**config.mk**
```make
export PLATFORM = sky130hd
export DESIGN_NAME = serial_subtractor
export DESIGN_NICKNAME = d
export VERILOG_FILES = /design/src/rtl/serial_subtractor_pkg.sv /design/src/rtl/serial_subtractor_full_subtractor.sv /design/src/rtl/serial_subtractor.sv
export SDC_FILE = /design/constraint.sdc
export NUM_CORES = 1
export LEC_CHECK = 0
export CAP_MARGIN = 20
export CORE_AREA = 2 2 47 49
export CTS_BUF_LIST = sky130_fd_sc_hd__clkbuf_4 sky130_fd_sc_hd__clkbuf_8
export DETAILED_ROUTE_END_ITERATION = 6
export DIE_AREA = 0 0 49 51
export PLACE_DENSITY_LB_ADDON = 0.05
export SLEW_MARGIN = 25
export SYNTH_ARGS = -nofsm -noshare
export SYNTH_HDL_FRONTEND = slang
export SYNTH_SLANG_ARGS = --single-unit
```
**constraint.sdc**
```tcl
create_clock -name clk -period 1.5 [get_ports clk]
set_input_delay 0.15 -clock clk [delete_from_list [all_inputs] [get_ports clk]]
set_output_delay 0.15 -clock clk [all_outputs]
set_load 0.01 [all_outputs]
```
**src/rtl/serial_subtractor_pkg.sv**
```systemverilog
// Shared types and constants for the bit-serial subtractor.
package serial_subtractor_pkg;

  typedef enum logic [1:0] {
    IDLE,
    SHIFT,
    DONE
  } state_t;

  localparam int DEFAULT_WIDTH = 4;

  // Bit-counter width; never less than one bit so the counter always exists.
  function automatic int cnt_width(input int w);
    return (w <= 2) ? 1 : $clog2(w);
  endfunction

endpackage

```
**src/rtl/serial_subtractor_full_subtractor.sv**
```systemverilog
// Single-bit full subtractor: diff = a - b - bin, with borrow out.
module full_subtractor (
  input  logic a,
  input  logic b,
  input  logic bin,
  output logic diff,
  output logic borrowout
);

  assign diff      = a ^ b ^ bin;
  assign borrowout = (~a & b) | (~(a ^ b) & bin);

endmodule

```
**src/rtl/serial_subtractor.sv**
```systemverilog
// Bit-serial subtractor: a - b - bin over WIDTH cycles, LSB first.
// Optional signed overflow output enabled by SERIAL_SUBTRACTOR_OVERFLOW_EN.
module serial_subtractor
  import serial_subtractor_pkg::*;
#(
  parameter int WIDTH = DEFAULT_WIDTH
) (
  input  logic             clk,
  input  logic             rst_n,
  input  logic             start,
  input  logic [WIDTH-1:0] a,
  input  logic [WIDTH-1:0] b,
  input  logic             bin,
  output logic             busy,
  output logic             done,
  output logic [WIDTH-1:0] diff,
  output logic             borrowout
`ifdef SERIAL_SUBTRACTOR_OVERFLOW_EN
  ,
  output logic             overflow
`endif
);

  localparam int CW = cnt_width(WIDTH);
  localparam logic [CW-1:0] LAST = CW'(WIDTH - 1);

  state_t           state_q, state_d;
  logic [WIDTH-1:0] a_q, a_d, b_q, b_d;
  logic [WIDTH-2:0] res_q, res_d;
  logic [WIDTH-1:0] diff_q, diff_d;
  logic [WIDTH-1:0] res_full;
  logic [CW-1:0]    cnt_q, cnt_d;
  logic             borrow_q, borrow_d;
  logic             borrowout_q, borrowout_d;
  logic             bit_diff, bit_borrow;
  logic             load, last;

  full_subtractor u_fs (
    .a        (a_q[0]),
    .b        (b_q[0]),
    .bin      (borrow_q),
    .diff     (bit_diff),
    .borrowout(bit_borrow)
  );

  assign load     = start && (state_q != SHIFT);
  assign last     = (state_q == SHIFT) && (cnt_q == LAST);
  assign res_full = {bit_diff, res_q};

  always_ff @(posedge clk or negedge rst_n) begin
    if (!rst_n) state_q <= IDLE;
    else        state_q <= state_d;
  end

  always_comb begin
    state_d = state_q;
    case (state_q)
      IDLE:    if (start) state_d = SHIFT;
      SHIFT:   if (cnt_q == LAST) state_d = DONE;
      DONE:    state_d = start ? SHIFT : IDLE;
      default: state_d = IDLE;
    endcase
  end

  always_comb begin
    busy = (state_q == SHIFT);
    done = (state_q == DONE);
  end

  // Partial results live in res_q; diff only changes on the final shift.
  always_comb begin
    a_d         = a_q;
    b_d         = b_q;
    res_d       = res_q;
    cnt_d       = cnt_q;
    borrow_d    = borrow_q;
    diff_d      = diff_q;
    borrowout_d = borrowout_q;
    if (load) begin
      a_d      = a;
      b_d      = b;
      borrow_d = bin;
      res_d    = '0;
      cnt_d    = '0;
    end else if (state_q == SHIFT) begin
      a_d      = {1'b0, a_q[WIDTH-1:1]};
      b_d      = {1'b0, b_q[WIDTH-1:1]};
      res_d    = res_full[WIDTH-1:1];
      borrow_d = bit_borrow;
      cnt_d    = last ? '0 : cnt_q + 1'b1;
      if (last) begin
        diff_d      = res_full;
        borrowout_d = bit_borrow;
      end
    end
  end

  always_ff @(posedge clk or negedge rst_n) begin
    if (!rst_n) begin
      a_q         <= '0;
      b_q         <= '0;
      res_q       <= '0;
      cnt_q       <= '0;
      borrow_q    <= 1'b0;
      diff_q      <= '0;
      borrowout_q <= 1'b0;
    end else begin
      a_q         <= a_d;
      b_q         <= b_d;
      res_q       <= res_d;
      cnt_q       <= cnt_d;
      borrow_q    <= borrow_d;
      diff_q      <= diff_d;
      borrowout_q <= borrowout_d;
    end
  end

  assign diff      = diff_q;
  assign borrowout = borrowout_q;

`ifdef SERIAL_SUBTRACTOR_OVERFLOW_EN
  // Operand sign bits are captured at load because the operand registers shift.
  logic a_msb_q, a_msb_d, b_msb_q, b_msb_d, overflow_q, overflow_d;

  always_comb begin
    a_msb_d    = a_msb_q;
    b_msb_d    = b_msb_q;
    overflow_d = overflow_q;
    if (load) begin
      a_msb_d = a[WIDTH-1];
      b_msb_d = b[WIDTH-1];
    end else if (last) begin
      overflow_d = (a_msb_q != b_msb_q) && (bit_diff != a_msb_q);
    end
  end

  always_ff @(posedge clk or negedge rst_n) begin
    if (!rst_n) begin
      a_msb_q    <= 1'b0;
      b_msb_q    <= 1'b0;
      overflow_q <= 1'b0;
    end else begin
      a_msb_q    <= a_msb_d;
      b_msb_q    <= b_msb_d;
      overflow_q <= overflow_d;
    end
  end

  assign overflow = overflow_q;
`endif

endmodule

```
Word level (Yosys, flattened, before mapping) --
Index checks and enable logic that the tools add are counted.
Word-level totals: register bits 21, latch bits 0, bits in writable memories 0, memory bits (read-only) 0, memories 0
Operators by class: add/sub/neg operators 1, multipliers 0, divide/modulo/power cells 0, magnitude comparators 0, equal/unequal tests 6, shifts and indexed selects 0, muxes and demuxes 15, bitwise gates (word level) 8, reduce and logical (&&, ||, !) cells 6
Operators by type and width (number):
- $mux W4 | 4
- $mux W2 | 5
- $mux W3 | 2
- $pmux W2 S3 | 1
- $eq A2 B2 Y1 const B | 2
- $ne A2 B1 Y1 const B | 2
- $mux W1 | 3
- $not A1 Y1 | 3
- $reduce_and A3 Y1 | 1
- $add A2 B1 Y2 const B | 1
- $and A1 B1 Y1 | 2
- $eq A2 B1 Y1 const B | 1
- $logic_and A1 B1 Y1 | 2
- $logic_not A2 Y1 | 1
- $ne A2 B2 Y1 const B | 1
- $reduce_and A2 Y1 | 1
- $reduce_bool A2 Y1 | 1
- $xor A1 B1 Y1 | 2
- $or A1 B1 Y1 | 1

Longest topological paths before layout --
Gate-level depths: netlist of run 1.
depth in word-level cells 6, gate-level depth with buffers 4

Hierarchy --
A second synthesis of run 1 with hierarchy kept.
Second synthesis, totals: cell total of the unflattened synthesis 68, area, all modules 983.4 um2
By module, submodules not included:
- serial_subtractor | times used 1, cells an instance 64, area an instance 952.2 um2, sequential area each 525.5 um2
- full_subtractor | times used 1, cells an instance 4, area an instance 31.3 um2, sequential area each 0.0 um2

Worst setup path before layout of run 1 --
No wires, ideal clock.
path type reg-to-reg, start point reg cnt_q[0], end point reg diff_q[0], in the netlist diff[0], library setup time 125 ps, arrival 1144 ps, path slack 232 ps, cell stages (with the launch flop) 4, cell sequence dfrtp_1 > ha_1 > nand3b_1 > mux2_2
Between the ends: cells in the longest elaborated chain, start to end 3
Ends and longest elaborated chain:
- start: declaration | RTL line serial_subtractor.sv:32 | logic [CW-1:0] cnt_q, cnt_d;
- start signal: assignment | RTL line serial_subtractor.sv:111 | cnt_q <= cnt_d;
- $eq A2 B2 Y1 | RTL line serial_subtractor.sv:47 | assign last = (state_q == SHIFT) && (cnt_q == LAST);
- $logic_and A1 B1 Y1 | RTL line serial_subtractor.sv:47
- $reduce_and A3 Y1 (no source line)
- end signal: assignment | RTL line serial_subtractor.sv:113 | diff_q <= diff_d;
- end: declaration | RTL line serial_subtractor.sv:30 | logic [WIDTH-1:0] diff_q, diff_d;
No other way between the ends. A chain may end at the register's enable or synchronous reset.

Worst setup path after layout of run 1 --
Ends and elaborated chain as after synthesis.

==> key figures, run 1 <==
CTS
  – Clock Sink Count: 21
  – Bufs on Longest Clock Path: 2
  – Hold Buf Count CTS: 0
  – CTS buffer count: 3
  – CTS clk-pin slew, worst paths: 120 ps
  – Skew-Pair Late Insertion Delay: 290 ps
  – Clock root cell: clkbuf_4
  – # H-tree levels: 1
  – CTS tree: built

Routing
  – # DRC: 0
  – Pre-antenna DRT Iters: 1
  – Initial DRC count: 0
  – WL/cell: 12.2 um
  – Vias per inst: 4.81
  – ANT nets after route: 0
  – Total wire length: ~1.5 mm
  – Vias: between 500 and 600

Layout
  – P&R area growth vs syn: 28.7%
  – Nets: 111
  – Layout cells sized above 1: 35.4%
  – N_diodes: 0

Pwr
  – Total Power: approximately 2.3 mW
  – Leak: 0.608 nW
  – Pwr dens: 1810 mW/mm2
  – VDD IR max: 0.909 mV

Die
  – I/O Pins: 19
  – Starting Density: 47.1%
  – CORE AREA: 0.00206 mm2
  – Die W: 49 um
  – # rows: 17
  – Die area: 0.00250 mm2
  – Die Ht: 51 um

Yosys
  – Yosys top cell area share: 54.1%
  – Post-synth top flop: dfrtp_1
  – Yosys reg bits: 21
  – Top post-synthesis cells by count: 21 x dfrtp_1, 16 x mux2_2, 6 x inv_1
  – Avg Cell Area, Syn: 14.3 um2
  – Yosys cell types: 15
  – Sequential area share after synthesis: 54.1%
  – Top post-synthesis cells by area: dfrtp_1 54%, mux2_2 19%, mux2_4 6.2%
  – Number of synthesized flops with an enable pin: 0
  – Synthesized instance count: 68
  – Ys async rst share: 100%
  – Synthesized Nets: 82
  – Most area-hungry cell type in the Yosys netlist: dfrtp_1
  – Mapped Area: about 1000 um2
  – Most common cell in the synthesized netlist: dfrtp_1
  – Synth warn: 0

Placement
  – Dpl hpwl: approximately 1.1 mm
  – PortBufs: 18
  – Gpl congestion: 0.688

Global route
  – Overall routing resource usage: 14.1%
  – GR Overflow Total: 0
  – Vias in the first global route: 591
  – Initial antenna violation count: 0
  – Largest net degree at the start of global routing: 22
  – First-pass GRT wire length: 2.66 mm

Setup path
  – Arrival time worst endpoint: 1600 ps
  – CP max stage delay: roughly 420 ps
  – WP buf/inv: 0
  – Slowest-stage cell, CP: dfrtp_1
  – R2R Setup Slk: 90 ps
  – Worst setup EP type: flop
  – Crit Reg-Reg Endpoint: diff[0]
  – Critical path class: flop to flop
  – CP top delay family: flip-flops
  – FF-to-FF Start: cnt_q[0]
  – Setup crit start kind: flop
  – R2R depth: 3
  – CP required: 1700 ps
  – CP Cell Sequence: ha_1 > nand3b_1 > mux2_2
  – Crit. Startpoint: cnt_q[0]
  – Worst-path maximum fanout: 6

STA
  – Slew Limit Fails: 0
  – Rel. slew slack: 77.2%
  – Worst Tran Pin Value: about 340 ps
  – Worst Skew: 7.18 ps
  – Fin crit share: a little over nine tenths
  – RSZ-0062 raised after global routing: false
  – Setup TNS: 0 ps
  – Final min period: between 1000 and 1500 ps
  – Hold Vio Cnt, Final: 0
  – Final setup viols: 0
  – Final Hold Slack: 173 ps
  – F_max: 0.711 GHz

Hold path
  – HP Class: primary input to async pin

Run status
  – Status: complete, no violations

Run
  – Max_cap viols: 0
==> kinds of logic (layout without fill, tap and decap cells) <==
kind of cell    count (synthesis)  in the layout  synth area share (%)
compound gates                  2              2                  1.54
fa+ha+maj                       2              2                  3.35
flops                          21             21                  54.1
mux                            25             25                  29.9
buf+inv                         8             36                  4.63
simple gates                   10             10                  6.56
==> sequential cells by signal, summed over array words and instances, names as in the netlist <==
register,flops
borrow_q,1
b_q,4
diff,4
state_q,2
borrowout,1
res_q,3
cnt_q,2
a_q,4
==> layer usage <==
metal	wire length [um]	share of wire, %	global-route usage, %	vias up
met5	0	0	0	-
met1	686	45	18.4	295
met3	60	4.0	2.92	2
li1	-	-	-	289
met2	753	50	23.7	11
met4	9	0.60	4.29	0
==> cells in the final DEF, fill, tap and decap left out, types with 2 or more instances in the layout <==
cell type        count
dfrtp_1             21
mux2_2              16
clkdlybuf4s50_1     16
buf_4                8
inv_1                6
nor2b_1              5
mux2i_1              5
mux2_4               4
clkbuf_4             3
nor2_1               2
==> power by group <==
part	switching [mW]	internal, mW
Combinational	0.391	0.647
Clock	0.169	0.0990
Sequential	0.134	0.820
==> worst max-delay path by stage <==
stage | endpoint | slack (ps) | depth (start not counted)
4_1_cts | busy | 60 | 3
3_3_place_gp | b_q[1] | 30 | 4
5_1_grt | diff[2] | 1 | 3
2_1_floorplan | diff[0] | 230 | 3
3_5_place_dp | b_q[1] | 8 | 4
6_report | diff[0] | 90 | 3
==> final cells by class <==
class                   instances  area (um2)
well taps                      28        35.0
inverters                       6        22.5
flip-flops and latches         21         526
repair buffers                 26         239
multi-input cells              39         402
clock inverters                 1        5.00
fillers                       188         812
clock buffers                   3        22.5
==> what timing repair did <==
item,4_1_cts,5_1_grt
gates resized for setup,2,1
setup buffers,2,0
setup endpoints to repair,2,1
==> stage by stage <==
stage | std cells | utilization (%) | area [um2] | setup WS [ps]
global placement | 118 | 58.6 | 1210 | 29.7
CTS | 124 | 60.6 | 1250 | 64.6
global route | 124 | 60.6 | 1250 | 1.18
detailed placement | 118 | 58.6 | 1210 | 7.64
floorplan | 68 | - | 972 | 232
finish | 124 | 60.6 | 1250 | 93.2
(Power assumes the default switching activity.)
==> inputs of run 2 (changes only) <==
--- a/config.mk
+++ b/config.mk
@@ -6,10 +6,11 @@
 export NUM_CORES = 1
 export LEC_CHECK = 0
 export CAP_MARGIN = 20
-export CORE_AREA = 2 2 47 49
+export CORE_AREA = 2 2 42 44
 export CTS_BUF_LIST = sky130_fd_sc_hd__clkbuf_4 sky130_fd_sc_hd__clkbuf_8
 export DETAILED_ROUTE_END_ITERATION = 6
-export DIE_AREA = 0 0 49 51
+export DIE_AREA = 0 0 44 46
+export DONT_BUFFER_PORTS = 1
 export PLACE_DENSITY_LB_ADDON = 0.05
 export SLEW_MARGIN = 25
 export SYNTH_ARGS = -nofsm -noshare
==> constraint.sdc (replaced) <==
create_clock -name clk -period 1.5 [get_ports clk]
set_input_delay 0.15 -clock clk [delete_from_list [all_inputs] [get_ports clk]]
set_output_delay 0.15 -clock clk [all_outputs]
set_load 0.02 [all_outputs]
==> run 2 against run 1 <==
Compared with the run above: total power is 6.9% lower; clock power is 3% higher; setup slack better by 30 ps; combinational power is 26% lower; core utilization is 2.6 points higher; routed wire length is 10% lower; critical path depth stayed put; clock skew is 0.75 ps lower; sequential share of layout area is 9.5 points higher; flip-flop and latch count stayed put; global-route usage is 1.4 points higher; non-clock buffer count is 24 lower; critical path type unchanged.
==> key figures, run 2 (synthesis gave the netlist of run 1 again) <==
CTS
  – Bufs on Longest Clock Path: 2
  – CTS clk-pin slew, worst paths: 110 ps
  – CTS buffer count: 3
  – Clock root cell: clkbuf_4
  – Skew-Pair Late Insertion Delay: roughly 290 ps
  – Clock Sink Count: 21
  – CTS tree: built
  – Setup Fix Bufs, Post-CTS: 0
  – # H-tree levels: 1

Global route
  – Vias in the first global route: ~490
  – Largest net degree at the start of global routing: 22
  – Initial antenna violation count: 0
  – GR Overflow Total: 0
  – Overall routing resource usage: 15.5%
  – First-pass GRT wire length: about 2.3 mm

Setup path
  – WP buf/inv: 0
  – Crit. Startpoint: cnt_q[0]
  – CP required: 1690 ps
  – CP Cell Sequence: ha_1 > nand3b_1 > mux2_2
  – Worst setup EP type: flop
  – Setup crit start kind: flop
  – CP max stage delay: roughly 400 ps
  – Worst-path maximum fanout: 6
  – Slowest-stage cell, CP: dfrtp_1
  – CP top delay family: flip-flops
  – Critical path class: flop to flop
  – Arrival time worst endpoint: 1560 ps
  – FF-to-FF Start: cnt_q[0]

STA
  – F_max: approximately 0.73 GHz
  – Fin crit share: 91.8%
  – RSZ-0062 raised after global routing: false
  – Rel. slew slack: 69.0%
  – Worst Tran Pin Value: ~470 ps
  – Final setup viols: 0
  – Worst Skew: between 6 and 7 ps
  – Setup TNS: 0 ps
  – Slew Limit Fails: 0
  – Final min period: approximately 1400 ps
  – Hold Vio Cnt, Final: 0

Routing
  – Total wire length: 1.36 mm
  – # DRC: 0
  – Pre-antenna DRT Iters: 2
  – Vias: approximately 520
  – Initial DRC count: 2
  – Vias per inst: 5.83
  – WL/cell: 15.2 um
  – ANT nets after route: 0

Layout
  – Final Non-Filler Cells: 89
  – FILL cells: 125
  – Final instance area: 0.00102 mm2
  – Layout cells sized above 1: 38.9%
  – P&R area growth vs syn: 5.02%
  – Commonest non-fill, non-tap cell in the layout: dfrtp_1
  – Nets: 87
  – N_diodes: 0
  – Most frequent cells in the layout: 21 x dfrtp_1, 16 x mux2_2, 5 x nor2b_1, 5 x inv_1, 5 x mux2i_1

Hold path
  – HP Class: primary input to flop
  – Min-delay src: a[3]

Pwr
  – VDD IR max: 0.981 mV
  – Total Power: 2.10 mW
  – Leak: 0.504 nW
  – Pwr dens: 2060 mW/mm2

Placement
  – Placed cells: 83
  – PortBufs: 0
  – Dpl hpwl: 928 um
  – Gpl congestion: ~0.65
  – Placed standard-cell area: 971 um2

Run status
  – Status: complete, no violations

Die
  – # rows: 15
  – CORE AREA: 0.00161 mm2
  – Starting Density: between 60 and 70%
  – Die W: roughly 44 um
  – Die Ht: 46 um
  – Die area: about 0.0020 mm2
  – I/O Pins: 19

Run
  – Max_cap viols: 0
run 2: changes by cell type in the layout (fill, tap and decap cells not counted), sizes merged:
cell | previous run | this run
buf | 8 | 1
clkbuf | 3 | 4
clkdlybuf4s15 | 1 | 0
clkdlybuf4s50 | 16 | 0
clkinv | 1 | 0
dlygate4sd2 | 1 | 0
dlygate4sd3 | 0 | 1
run 2: cell type report:
cell class | count | area (um2) | share of cell area (%)
flip-flops and latches | 21 | 526 | 51.5
multi-input cells | 39 | 407 | 39.8
clock buffers | 4 | 30.0 | 2.94
inverters | 6 | 22.5 | 2.21
well taps | 17 | 21.3 | 2.08
repair buffers | 2 | 15.0 | 1.47
run 2: final timing paths:
check	end	slack, ps	cells past startpoint
setup / recovery	diff[0]	120	3
hold / removal	a_q[3]	30	2
setup reg to reg	diff[0]	120	3
hold reg to reg	b_q[0]	510	1
max in group asynchronous	b_q[3]	840	2
min in group asynchronous	diff[0]	340	2
run 2: power by group:
group	internal [mW]	leakage, nW	switching [mW]
combinational	0.456	0.223	0.311
clock	0.121	0.0184	0.156
sequential	0.820	0.262	0.239
total	1.40	0.504	0.706
run 2: stage by stage:
stage | util, % | hold slack, ps | setup slack, ps
6_report | 63.3 | 31.6 | 124
3_5_place_dp | 60.2 | -145 | 110
4_1_cts | 62.6 | 15.6 | 48.7
2_1_floorplan | - | -146 | 232
5_1_grt | 63.3 | 18.0 | 19.7
3_3_place_gp | 60.2 | -145 | 154
run 2: timing repair:
item | CTS | global route
resized for setup | 1 | 1
endpoints found under the hold margin | 21 | 21
endpoints found under the setup margin | 1 | 1
hold buffers | 1 | 1
run 2: metal layers:
metal | up-vias | GRT usage [%] | wire (um)
met1 | 265 | 22.1 | 650
li1 | 240 | - | -
met2 | 12 | 21.5 | 628
met3 | 2 | 4.76 | 64
met4 | 0 | 7.27 | 11
met5 | - | 0 | 0
